===== src/rtl/load_store_unit.sv =====
// load_store_unit
//   Load/store unit for the single-cycle core. Uses the ALU result as the
//   effective address, checks alignment, builds byte enables and replicated
//   store data, runs one req/ack transaction on the data bus and returns the
//   extended load result. The core is stalled through LSUbusy meanwhile.
//
// Ports
//   clk, rst_n          clock (rising edge), async active-low reset
//   LSUaddress          effective address
//   LSUwriteData        store data (rs2)
//   LSUfunc3            000 B, 001 H, 010 W, 100 BU, 101 HU
//   LSUread / LSUwrite  request strobes (write wins when both high)
//   LSUreadData         extended load result (held between loads)
//   LSUbusy             stall request to the core
//   LSUdone / LSUfault  one-cycle completion / fault pulses
//   MEMreq..MEMbe       data-bus request outputs
//   MEMrdata, MEMack    data-bus response inputs
//
// Optional feature
//   LSU_TIMEOUT_EN: when defined, WAIT gives up after TIMEOUT_CYCLES cycles
//   without MEMack and completes with LSUfault=1.
//
// State | Meaning
// IDLE  | no access in flight, strobes sampled each edge
// WAIT  | bus request held until MEMack
// RESP  | one-cycle LSUdone (and LSUfault) pulse
module load_store_unit #(
    parameter int TIMEOUT_CYCLES = 16
) (
    input  logic        clk,
    input  logic        rst_n,
    input  logic [31:0] LSUaddress,
    input  logic [31:0] LSUwriteData,
    input  logic [2:0]  LSUfunc3,
    input  logic        LSUread,
    input  logic        LSUwrite,
    output logic [31:0] LSUreadData,
    output logic        LSUbusy,
    output logic        LSUdone,
    output logic        LSUfault,
    output logic        MEMreq,
    output logic        MEMwe,
    output logic [31:0] MEMaddr,
    output logic [31:0] MEMwdata,
    output logic [3:0]  MEMbe,
    input  logic [31:0] MEMrdata,
    input  logic        MEMack
);

    typedef enum logic [1:0] {IDLE, WAIT, RESP} state_t;

    if (TIMEOUT_CYCLES < 1) begin : g_bad_timeout
        $error("TIMEOUT_CYCLES must be at least 1");
    end

    state_t      state_q, state_d;
    logic [31:0] addr_q, addr_d;
    logic [2:0]  func3_q, func3_d;
    logic [31:0] wdata_q, wdata_d;
    logic        write_q, write_d;
    logic        fault_q, fault_d;
    logic [31:0] rdata_q, rdata_d;

    logic        strobe;
    logic        req_fault;
    logic        in_wait;
    logic [3:0]  be;
    logic [31:0] wdata_rep;
    logic [31:0] lane;
    logic [31:0] load_ext;

`ifdef LSU_TIMEOUT_EN
    localparam int CNT_W = (TIMEOUT_CYCLES > 1) ? $clog2(TIMEOUT_CYCLES) : 1;
    localparam logic [CNT_W-1:0] CNT_LAST = CNT_W'(TIMEOUT_CYCLES - 1);
    logic [CNT_W-1:0] cnt_q, cnt_d;
`endif

    assign strobe  = LSUread | LSUwrite;
    assign in_wait = (state_q == WAIT);

    // Request legality is judged on the live inputs; a write wins a double strobe.
    always_comb begin
        req_fault = 1'b0;
        case (LSUfunc3)
            3'b000:         req_fault = 1'b0;
            3'b001, 3'b101: req_fault = LSUaddress[0];
            3'b010:         req_fault = (LSUaddress[1:0] != 2'b00);
            3'b100:         req_fault = 1'b0;
            default:        req_fault = 1'b1;
        endcase
        if (LSUfunc3[2] && LSUwrite) begin
            req_fault = 1'b1;
        end
    end

    always_comb begin
        be        = 4'b1111;
        wdata_rep = wdata_q;
        case (func3_q[1:0])
            2'b00: begin
                be        = 4'b0001 << addr_q[1:0];
                wdata_rep = {4{wdata_q[7:0]}};
            end
            2'b01: begin
                be        = 4'b0011 << addr_q[1:0];
                wdata_rep = {2{wdata_q[15:0]}};
            end
            default: begin
                be        = 4'b1111;
                wdata_rep = wdata_q;
            end
        endcase
    end

    always_comb begin
        lane     = MEMrdata >> {addr_q[1:0], 3'b000};
        load_ext = lane;
        case (func3_q)
            3'b000:  load_ext = {{24{lane[7]}}, lane[7:0]};
            3'b001:  load_ext = {{16{lane[15]}}, lane[15:0]};
            3'b100:  load_ext = {24'd0, lane[7:0]};
            3'b101:  load_ext = {16'd0, lane[15:0]};
            default: load_ext = lane;
        endcase
    end

    always_comb begin
        state_d = state_q;
        addr_d  = addr_q;
        func3_d = func3_q;
        wdata_d = wdata_q;
        write_d = write_q;
        fault_d = fault_q;
        rdata_d = rdata_q;
`ifdef LSU_TIMEOUT_EN
        cnt_d   = cnt_q;
`endif
        case (state_q)
            IDLE: begin
`ifdef LSU_TIMEOUT_EN
                cnt_d = '0;
`endif
                if (strobe) begin
                    addr_d  = LSUaddress;
                    func3_d = LSUfunc3;
                    wdata_d = LSUwriteData;
                    write_d = LSUwrite;
                    if (req_fault) begin
                        state_d = RESP;
                        fault_d = 1'b1;
                        rdata_d = '0;
                    end else begin
                        state_d = WAIT;
                        fault_d = 1'b0;
                    end
                end
            end
            WAIT: begin
                if (MEMack) begin
                    state_d = RESP;
                    if (!write_q) begin
                        rdata_d = load_ext;
                    end
`ifdef LSU_TIMEOUT_EN
                end else if (cnt_q == CNT_LAST) begin
                    state_d = RESP;
                    fault_d = 1'b1;
                    rdata_d = '0;
                end else begin
                    cnt_d = cnt_q + 1'b1;
`endif
                end
            end
            RESP:    state_d = IDLE;
            default: state_d = IDLE;
        endcase
    end

    always_ff @(posedge clk or negedge rst_n) begin
        if (!rst_n) begin
            state_q <= IDLE;
            addr_q  <= '0;
            func3_q <= '0;
            wdata_q <= '0;
            write_q <= 1'b0;
            fault_q <= 1'b0;
            rdata_q <= '0;
`ifdef LSU_TIMEOUT_EN
            cnt_q   <= '0;
`endif
        end else begin
            state_q <= state_d;
            addr_q  <= addr_d;
            func3_q <= func3_d;
            wdata_q <= wdata_d;
            write_q <= write_d;
            fault_q <= fault_d;
            rdata_q <= rdata_d;
`ifdef LSU_TIMEOUT_EN
            cnt_q   <= cnt_d;
`endif
        end
    end

    // Bus outputs are zero outside WAIT so nothing leaks onto the bus.
    assign MEMreq      = in_wait;
    assign MEMwe       = in_wait & write_q;
    assign MEMaddr     = in_wait ? {addr_q[31:2], 2'b00} : 32'd0;
    assign MEMbe       = in_wait ? be : 4'd0;
    assign MEMwdata    = in_wait ? wdata_rep : 32'd0;

    // Gated by rst_n so the stall is also released while reset is held.
    assign LSUbusy     = rst_n & (((state_q == IDLE) & strobe) | in_wait);
    assign LSUdone     = (state_q == RESP);
    assign LSUfault    = (state_q == RESP) & fault_q;
    assign LSUreadData = rdata_q;

endmodule

===== config.mk =====
export PLATFORM = sky130hd
export DESIGN_NAME = load_store_unit
export DESIGN_NICKNAME = d
export VERILOG_FILES = /design/src/rtl/load_store_unit.sv
export SDC_FILE = /design/constraint.sdc
export NUM_CORES = 1
export LEC_CHECK = 0
export ABC_AREA = 1
export CAP_MARGIN = 20
export CORE_MARGIN = 2
export CORE_UTILIZATION = 48
export CTS_CLUSTER_SIZE = 14
export DETAILED_ROUTE_END_ITERATION = 8
export GPL_ROUTABILITY_DRIVEN = 1
export PLACE_DENSITY_LB_ADDON = 0.1
export REMOVE_ABC_BUFFERS = 1
export SYNTH_ARGS = -nofsm -noshare
export SYNTH_HDL_FRONTEND = slang
export SYNTH_SLANG_ARGS = --single-unit

===== constraint.sdc =====
create_clock -name clk -period 2.6 [get_ports clk]
set_input_delay 0.26 -clock clk [delete_from_list [all_inputs] [get_ports clk]]
set_output_delay 0.26 -clock clk [all_outputs]
set_load 0.05 [all_outputs]

==> run metrics <==
outcome=completed; Hold Worst Slack=0.01908 ns; Peak VDD IR=0.7589 mV; Critical R2R Launch=addr_q[0]$_DFFE_PN0P_; clock-pin transition on the worst setup and hold timing paths=about 0.060 ns; max-slew violation count=0; CP required=between 2 and 2.5 ns; ys async rst share=1.000; num rows=38; DR vias=5600; Seq cells post-synth=103; share of layout cells above drive strength 1=0.1157; DIE HEIGHT=110.8 um; Ys Warns=0; hold buffer count at CTS=0; CTS Sinks=103; Max Root-Sink Buffers=2; crit path time final=2.460 ns; DRT iter0 DRCs=326; DRC Markers=0; R2R Path End=LSUreadData[31]$_DFFE_PN0P_; flop-to-flop setup slack=0.46 ns; R2R cell count=7; Setup CP Type=reg -> out; Max Clock Freq=406.4 MHz; vias in the first global route=5563; actual slew at the worst max-slew pin=0.7421 ns; Area Growth Syn to Fin=46.52%; Critical Path Start=state_q[0]$_DFFE_PN0P_; Crit path arrival time=2.20 ns; die width=110.8 um; fin nets=1058; Static Leak=around 4 nW; final hold viol count=0; Area after DPL=7691 sq um; Routability Congestion=0.8743; fin crit share=0.9463; placed cells=1083; top_reg_cell synth=dfrtp_1; Worst Setup Start Kind=register; worst hold path class=in -> async; global-route wire length before repair=26540 um; Total Routing Usage GR=0.2642; Core Area=10980 sq um; synth cell count leaders=nand2_1 (299), dfrtp_1 (103), nor2_1 (82); GR Overflow Total=0; crit path max fanout=24; RSZ-0062 raised after global routing=false; crit end category=output port; Syn Inst Count=around 780; final std cells w/o fill=approximately 1100; Yosys cell types=27; Synth top area share=0.4712; CTS resizes=0; final instance area=8015 sq um; cell taking the most area after synthesis=dfrtp_1; I/O Pins=about 210; Die Area=12270 sq um; ANT nets after route=0; pwr/cell area=roughly 1200 nW/um^2; Max-slew headroom=0.5053; detailed placement HPWL=11500 um; worst-skew pair later-pin latency=0.35 ns; Initial Util=0.4981; postcts setup bufs=0; Routed WL=between 15000 and 20000 um; TritonCTS Buffers=9; Pre-antenna DRT Iters=5; CTS H-tree lvls=3; number of flops mapped to enable cells by yosys=0; antenna violations before repair=0; Synth Area per Inst=around 7.1 sq um; Max Cap Viol=0; fin util=0.7298; Via density=5.096; register area share after synthesis=0.4712; most common cell in the netlist=nand2_1; port bufs=206; wire per inst=between 10 and 15 um; largest net degree at the start of global routing=92; mapped cell area=5470 sq um; diode count=0; total negative slack=0 ns; clk root buf=clkbuf_16; final setup fails=0; synth top area cells=dfrtp_1 (47%), nand2_1 (21%), o21ai_0 (7.0%); Clock Skew=0.007190 ns; CTS tree=done
==> report_power, final <==
part	leakage, nW	switching [mW]	internal [mW]
clock	0.156	0.607	0.871
combinational	2.54	3.66	1.74
sequential	1.31	0.381	2.28
==> area by class of cell <==
class                   count  area (sq um)
fillers                   845          2968
repair buffers            217          2320
inverters                  68         260.3
clock inverters             5         81.33
flip-flops and latches    103          2577
clock buffers              11         242.7
well taps                 140         175.2
multi-input cells         555          2359
==> sequential cells by signal, indices dropped and copies added, names as in the netlist <==
| name | count |
|---|---|
| wdata_q | 32 |
| addr_q | 32 |
| func3_q | 3 |
| LSUreadData | 32 |
| write_q | 1 |
| fault_q | 1 |
| state_q | 2 |
==> cells by family (layout without fill, tap and decap cells) <==
family	Yosys count	count (layout)	synth area share
AOI/OAI and AO/OA	108	108	0.1025
buffers and inverters	118	301	0.09835
DFF	103	103	0.4712
other	1	2	0.0006855
and+or+nand+nor	445	445	0.3273
==> cells in the final DEF (no fill, tap or decap), types with 2 or more instances in the layout <==
| cell type | Yosys | final |
|---|---|---|
| nand2_1 | 299 | 299 |
| clkdlybuf4s50_1 | 0 | 136 |
| dfrtp_1 | 103 | 103 |
| nor2_1 | 82 | 82 |
| o21ai_0 | 77 | 77 |
| inv_1 | 62 | 62 |
| buf_4 | 11 | 53 |
| nand3_1 | 45 | 45 |
| buf_12 | 0 | 28 |
| a21oi_1 | 11 | 11 |
| o22ai_1 | 9 | 9 |
| nor3_1 | 9 | 9 |
| clkbuf_16 | 0 | 9 |
| o21ai_1 | 8 | 8 |
| inv_2 | 4 | 4 |
| nand2_2 | 4 | 4 |
| nand3_2 | 2 | 2 |
| conb_1 | 1 | 2 |
| bufinv_16 | 0 | 2 |
==> critical path, stage by stage, from the launching register on <==
cell and delay, ns:
dfrtp_1 0.47, nand2_2 0.09, inv_1 0.47, buf_4 0.39
o21ai_0 0.17, inv_1 0.12, buf_12 0.14
==> worst max-delay path by stage <==
stage / endpoint / slack [ns]
after global routing: MEMbe[2] / 0.04
final: MEMbe[2] / 0.14
after detailed placement: MEMbe[2] / 0.50
after global placement: MEMbe[2] / 0.57
after CTS: MEMbe[2] / 0.13
after floorplan: MEMwdata[16] / -0.42
==> metrics by stage <==
step / worst slack [ns] / power (mW)
after global placement: 0.5736 / 7.906
after detailed placement: 0.5033 / 8.051
final: 0.1396 / 9.534
after floorplan: -0.4191 / 6.047
after global routing: 0.03605 / 10.14
after CTS: 0.1304 / 9.554
==> layer usage <==
metal | part of all wire | global-route usage | vias to the layer above
met3 | 0.088 | 0.07983 | 18
li1 | - | - | 2760
met5 | 0 | 0 | -
met1 | 0.41 | 0.3243 | 2574
met2 | 0.49 | 0.4483 | 248
met4 | 0.012 | 0.08250 | 0
Power figures use the tool's default switching activity.
